`src/rtl/fsm_dispatch.sv`:
```
// fsm_dispatch - top-level control sequencer feeding the combined execute FSM.
//
// Fetches one instruction per loop into an instruction register, classifies
// its opcode, raises a one-hot start for the matching execute unit and holds
// it until the execute FSM answers with done. Then it retires the instruction
// and either fetches the next one (run=1) or parks in IDLE. Illegal opcodes and
// a watchdog timeout in EXEC both end in a terminal TRAP state that only
// reset_n can leave.
//
// Parameters
//   COUNT_W       width of the retired-instruction counter (wraps)
//   DONE_TIMEOUT  max EXEC cycles before trapping; 0 disables the watchdog
//
// Ports
//   clk            system clock, rising edge
//   reset_n        asynchronous active-low reset
//   run            level; 1 = keep fetching, 0 = stop at next boundary
//   mem_rdata      memory read data (fetched instruction)
//   memory_done    memory transaction complete pulse
//   done           execute-FSM completion pulse
//   insn           instruction register
//   start          one-hot execute select: 001 ALU, 010 branch/jump, 100 load/store
//   memory_start   one-cycle fetch request
//   sel_mem_fetch  memory address/op muxed to the PC instruction read
//   busy           high in every state except IDLE and TRAP
//   illegal_insn   sticky illegal-opcode trap flag
//   timeout        sticky watchdog trap flag
//   retired        count of completed instructions

module fsm_dispatch #(
    parameter int COUNT_W      = 32,
    parameter int DONE_TIMEOUT = 0
) (
    input  logic               clk,
    input  logic               reset_n,
    input  logic               run,
    input  logic [31:0]        mem_rdata,
    input  logic               memory_done,
    input  logic               done,
    output logic [31:0]        insn,
    output logic [2:0]         start,
    output logic               memory_start,
    output logic               sel_mem_fetch,
    output logic               busy,
    output logic               illegal_insn,
    output logic               timeout,
    output logic [COUNT_W-1:0] retired
);

    typedef enum logic [2:0] {
        S_IDLE,
        S_FETCH,
        S_WAIT,
        S_DECODE,
        S_EXEC,
        S_TRAP
    } state_t;

    // Watchdog compare value; only meaningful when the watchdog is enabled.
    localparam logic [31:0] WD_LIMIT = (DONE_TIMEOUT > 0) ? 32'(DONE_TIMEOUT - 1) : 32'd0;

    state_t               state_q, state_d;
    logic [31:0]          insn_q, insn_d;
    logic [2:0]           start_q, start_d;
    logic                 illegal_q, illegal_d;
    logic                 timeout_q, timeout_d;
    logic [COUNT_W-1:0]   retired_q, retired_d;
    logic [31:0]          watchdog_q, watchdog_d;

    logic [2:0]           dec_class;
    logic                 wd_expired;

    // Opcode classification; 000 marks an illegal opcode.
    always_comb begin
        dec_class = 3'b000;
        case (insn_q[6:0])
            7'b0110011, 7'b0010011, 7'b0111011,
            7'b0011011, 7'b0110111, 7'b0010111: dec_class = 3'b001;
            7'b1100011, 7'b1101111, 7'b1100111: dec_class = 3'b010;
            7'b0000011, 7'b0100011,
            7'b0000111, 7'b0100111:             dec_class = 3'b100;
            default:                            dec_class = 3'b000;
        endcase
    end

    generate
        if (DONE_TIMEOUT > 0) begin : g_wd_on
            assign wd_expired = (watchdog_q == WD_LIMIT);
        end else begin : g_wd_off
            assign wd_expired = 1'b0;
        end
    endgenerate

    // State and datapath registers.
    always_ff @(posedge clk or negedge reset_n) begin
        if (!reset_n) begin
            state_q    <= S_IDLE;
            insn_q     <= '0;
            start_q    <= '0;
            illegal_q  <= 1'b0;
            timeout_q  <= 1'b0;
            retired_q  <= '0;
            watchdog_q <= '0;
        end else begin
            state_q    <= state_d;
            insn_q     <= insn_d;
            start_q    <= start_d;
            illegal_q  <= illegal_d;
            timeout_q  <= timeout_d;
            retired_q  <= retired_d;
            watchdog_q <= watchdog_d;
        end
    end

    // Next-state logic.
    always_comb begin
        state_d = state_q;
        case (state_q)
            S_IDLE:   if (run) state_d = S_FETCH;
            S_FETCH:  state_d = S_WAIT;
            S_WAIT:   if (memory_done) state_d = S_DECODE;
            S_DECODE: state_d = (dec_class == 3'b000) ? S_TRAP : S_EXEC;
            S_EXEC: begin
                // done takes priority over a watchdog expiry in the same cycle
                if (done)            state_d = run ? S_FETCH : S_IDLE;
                else if (wd_expired) state_d = S_TRAP;
            end
            S_TRAP:   state_d = S_TRAP;
            default:  state_d = S_IDLE;
        endcase
    end

    // Next values of the registered datapath.
    always_comb begin
        insn_d     = insn_q;
        start_d    = start_q;
        illegal_d  = illegal_q;
        timeout_d  = timeout_q;
        retired_d  = retired_q;
        watchdog_d = watchdog_q;
        case (state_q)
            S_WAIT: if (memory_done) insn_d = mem_rdata;
            S_DECODE: begin
                watchdog_d = '0;
                if (dec_class == 3'b000) illegal_d = 1'b1;
                else                     start_d   = dec_class;
            end
            S_EXEC: begin
                if (done) begin
                    start_d    = '0;
                    retired_d  = retired_q + COUNT_W'(1);
                    watchdog_d = '0;
                end else if (wd_expired) begin
                    start_d   = '0;
                    timeout_d = 1'b1;
                end else begin
                    watchdog_d = watchdog_q + 32'd1;
                end
            end
            default: ;
        endcase
    end

    // Outputs decoded from state or taken straight from registers.
    always_comb begin
        memory_start  = (state_q == S_FETCH);
        sel_mem_fetch = (state_q == S_FETCH) || (state_q == S_WAIT);
        busy          = (state_q != S_IDLE) && (state_q != S_TRAP);
    end

    assign insn         = insn_q;
    assign start        = start_q;
    assign illegal_insn = illegal_q;
    assign timeout      = timeout_q;
    assign retired      = retired_q;

endmodule

```
`config.mk`:
```
export PLATFORM = sky130hd
export DESIGN_NAME = fsm_dispatch
export DESIGN_NICKNAME = d
export VERILOG_FILES = /design/src/rtl/fsm_dispatch.sv
export SDC_FILE = /design/constraint.sdc
export NUM_CORES = 1
export LEC_CHECK = 0
export BUFFER_PORTS_ARGS = -buffer_cell sky130_fd_sc_hd__buf_4
export CAP_MARGIN = 30
export CORE_MARGIN = 1
export CORE_UTILIZATION = 56
export CTS_BUF_LIST = sky130_fd_sc_hd__clkbuf_2 sky130_fd_sc_hd__clkbuf_4 sky130_fd_sc_hd__clkbuf_8
export DETAILED_ROUTE_END_ITERATION = 8
export PLACE_DENSITY = 0.88
export SYNTH_ARGS = -nofsm -noshare
export SYNTH_HDL_FRONTEND = slang
export SYNTH_SLANG_ARGS = --single-unit
```
`constraint.sdc`:
```
create_clock -name clk -period 3.34 [get_ports clk]
set_input_delay 0.501 -clock clk [delete_from_list [all_inputs] [get_ports clk]]
set_output_delay 0.501 -clock clk [all_outputs]
set_load 0.1 [all_outputs]
```
* Word-level counts from Yosys, hierarchy flattened *
Cells that the tools add are included.

operators by class
  $add $sub $neg = 1
  equal/unequal tests = 23
  muxes and demuxes = 10
  reduce and logical (&&, ||, !) cells = 14

operator list
  operator                                                               number
  7-bit by 6-bit equality test with 1-bit output, second input constant  5
  32-bit by 1-bit adder with 32-bit output, second input constant        1
  7-bit by 5-bit equality test with 1-bit output, second input constant  3
  7-bit equality test, second input constant                             3
  3-bit case mux with 6 select lines                                     1
  3-bit 2-to-1 mux                                                       5
  3-bit case mux with 3 select lines                                     1
  2-bit != test, second input constant                                   4
  7-bit by 2-bit equality test with 1-bit output, second input constant  1
  7-bit by 3-bit equality test with 1-bit output, second input constant  1
  3-bit by 2-bit equality test with 1-bit output, second input constant  2
  3-bit equality test, second input constant                             2
  3-bit zero test                                                        2
  3-bit case mux with 2 select lines                                     1
  2-bit AND reduction                                                    3
  3-bit AND reduction                                                    2
  6-bit OR reduction                                                     1
  4-bit OR reduction                                                     1
  3-bit by 1-bit equality test with 1-bit output, second input constant  1
  3-bit != test, second input constant                                   1
  3-bit nonzero test                                                     1
  3-bit OR reduction                                                     1
  1-bit 2-to-1 mux                                                       2
  2-bit nonzero test                                                     1
  other kinds (2)                                                        2

word-level totals
  register bits = 71
  output and inout bits = 72
  logic and storage cells = 53

* Depth between registers and ports, before layout *
  depth after elaboration = 6
  gate-level depth with buffers = 6
  depth with buffers taken out = 5

* Worst setup path before layout *
No wires, ideal clock.

  path type = reg2out
  start point = register state_q[2]
  end point = output port memory_start
  arrival time = 2.579 ns
  slack = 0.260 ns
  cell stages (with the launch flop) = 3
  path buffers = 1
  cells stage by stage = dfrtp_1 > buf_4 > nor3_1

between the ends
  word-level cells in the longest chain between the ends = 1

ends and longest elaborated chain
  element                                         RTL line  source
  start: declaration                              62        state_t state_q, state_d;
  start signal: assignment                        105       state_q <= state_d;
  3-bit by 1-bit equality test with 1-bit output  166       memory_start = (state_q == S_FETCH);
  end: declaration                                42        output logic memory_start,

Every way passes these cells.

* Worst setup path in the final report *
  start point = register state_q[0]
  end point = output port memory_start

The elaborated chain is that of the path after synthesis.

==> impl_metrics.py <==
metrics = {
    "clock_network": {
        "clockBufferDepth": 2,
        "cts_root_buffer": "clkbuf_8",
        "clkTransAtPathRegs_ns": 0.08,
        "clock_latency_ns": 0.34,
        "cts_max_level": 3,
        "cts_tree": "built",
        "clkSinkCount": 71,
        "ctsResizeCount": 0,
        "postCtsHoldBufs": 0,
        "post-cts-setup-buffers": 0,
        "cts_buffers": 9,
    },
    "synthesis": {
        "synth_warnings": 0,
        "async_reset_ff_share_pct": 100,
        "synth_flop_cell": "dfrtp_1",
        "syn_area_um2": 3160,
        "synth_edf_count": 0,
        "syn_avg_cell_area_um2": 12.5,
        "ys_types": 36,
        "synth_fp_nets": 290,
        "postSynthCellCount": 252,
        "ys_seq_area_share_pct": 56.2,
        "synth_seq_cells": 71,
    },
    "grt": {
        "grt_use_met3_pct": 7.62,
        "met1_usage_pct": 30.0,
        "met2_usage_pct": 38.4,
        "antenna_found_initial": 0,
        "track_usage_pct": 23.9,
        "grt_busiest_layer": "met2",
        "grt_overflow": 0,
        "grt_pass1_vias": 2403,
        "grt_max_degree": 72,
        "grt_pass1_wl_um": 11100,
    },
    "floorplan": {
        "core-area_um2": 5270,
        "ios": 109,
        "initial_utilization_pct": 60.0,
        "die_w_um": 77.1,
        "die_area_um2": 5950,
        "std_cell_rows": 26,
        "die-height_um": 77.1,
    },
    "placed_design": {
        "place_hpwl_um": 4550,
        "gp_congestion": 0.755,
        "port_buffers": 107,
        "dpl.cell_count": 416,
    },
    "cells_and_area": {
        "final_common_cell": "buf_4",
        "final_cell_mix": "buf_4 (107), dfrtp_1 (71), mux2_2 (32)",
        "multi_input_area_um2": 1270,
        "drive_gt1_share_pct": 45.3,
        "nNetsFinal": 395,
        "seq_area_um2": 1780,
        "fillers": 356,
        "area_growth_pct": 31.9,
        "layout.cells.non_filler": 432,
        "antenna_cells": 0,
    },
    "sta": {
        "worst_pin_slew_ns": 0.855,
        "hold_viol": 0,
        "max_slew_margin_pct": 43.0,
        "final-setup-viol-count": 0,
        "clock.fmax_ghz": 0.516,
        "slew_viol_final": 0,
        "grt_setup_unrepaired": "false",
        "finClkSkew_ns": 0.0128,
        "tns_ns": 0,
        "fin_crit_ns": 1.94,
        "fin_crit_sh_pct": 58.0,
    },
    "flow_run": {
        "max_cap_viol_count": 0,
    },
    "worst_setup_path": {
        "critPathLaunchType": "flop",
        "reg2regPathDepth": 4,
        "crit_type": "flop to output port",
        "worstPathRequired_ns": 2.84,
        "worstSetupEndpointType": "output port",
        "path_max_fanout": 10,
        "critical_path_arrival_ns": 1.44,
    },
    "route": {
        "wl_um": 6520,
        "num_vias": 2326,
        "drt_iter0_markers": 199,
        "ant_nets": 0,
        "drc": 0,
        "drt-wirelength-per-cell_um": 15.1,
        "drt-vias-per-instance": 5.38,
        "firstDrtPassIters": 4,
    },
    "worst_hold_path": {
        "min_path_type": "input pin to async pin",
    },
    "status": {
        "status": "finished, final reports clean",
    },
}
-- synth_stat cells (5+ instances only) --
library cell | instances | area share [%]
dfrtp_1 | 71 | 56
mux2_2 | 32 | 11
xnor2_1 | 31 | 8.6
nand2_1 | 19 | 2.3
nand4_1 | 17 | 3.4
and3_1 | 10 | 2.0
nand3_1 | 10 | 1.6
buf_4 | 6 | 1.4
nor3_1 | 6 | 0.95
inv_1 | 5 | 0.59
nor2_1 | 5 | 0.59
-- worst paths after layout --
kind / from / to / slack, ns
max in group asynchronous: reset_n / retired[26] / 2.51
min in group clk: mem_rdata[6] / insn[6] / 0.37
hold reg to reg: retired[31] / retired[31] / 0.47
setup reg to reg: state_q[0] / retired[22] / 1.42
hold / removal: reset_n / retired[22] / 0.29
setup / recovery: state_q[0] / memory_start / 1.40
-- layer usage --
metal / up-vias / share of wire, %
met5: - / 0
li1: 1094 / -
met2: 86 / 49
met1: 1134 / 43
met3: 12 / 6.9
met4: 0 / 1.7
-- logic make-up (layout without fill, tap and decap cells) --
logic type	Yosys count	after routing	synth area share, %
and+or+nand+nor	84	84	16.1
other	1	1	0.119
xor gates and xnor gates	33	33	9.14
adders and majority gates	1	1	0.396
DFF	71	71	56.2
AOI/OAI and AO/OA	11	11	2.65
buffers and inverters	18	128	3.72
muxes	33	33	11.7
-- layout make-up --
type,instances,share of cell area [%]
Inverter,5,0.450
Timing Repair Buffer,107,19.3
Clock buffer,12,3.51
Tap cell,70,2.10
Clock inverter,4,1.68
Sequential cell,71,42.6
Multi-Input combinational cell,163,30.4
-- sequential cells by signal, indices dropped and copies added (netlist names) --
name,cells
insn,32
retired,32
start,3
state_q,3
illegal_insn,1
-- per-stage QoR --
step / area (µm²) / setup WS [ns] / hold slack (ns) / utilization (%)
6_report: 4170 / 1.40 / 0.286 / 79.1
3_3_place_gp: 3950 / 1.42 / 0.458 / 75.0
3_5_place_dp: 3950 / 1.41 / 0.464 / 75.0
5_1_grt: 4170 / 1.29 / 0.354 / 79.1
4_1_cts: 4170 / 1.39 / 0.303 / 79.1
2_1_floorplan: 3160 / 0.260 / 0.205 / -
-- critical path, cell delays in order (launching register included) --
cell	delay (ns)
dfrtp_1	0.53
inv_1	0.11
nor3_1	0.15
buf_4	0.32
Power is left out: the tool's default activity adds up to more than one toggle a clock period on the data nets, which glitch-free logic cannot reach.
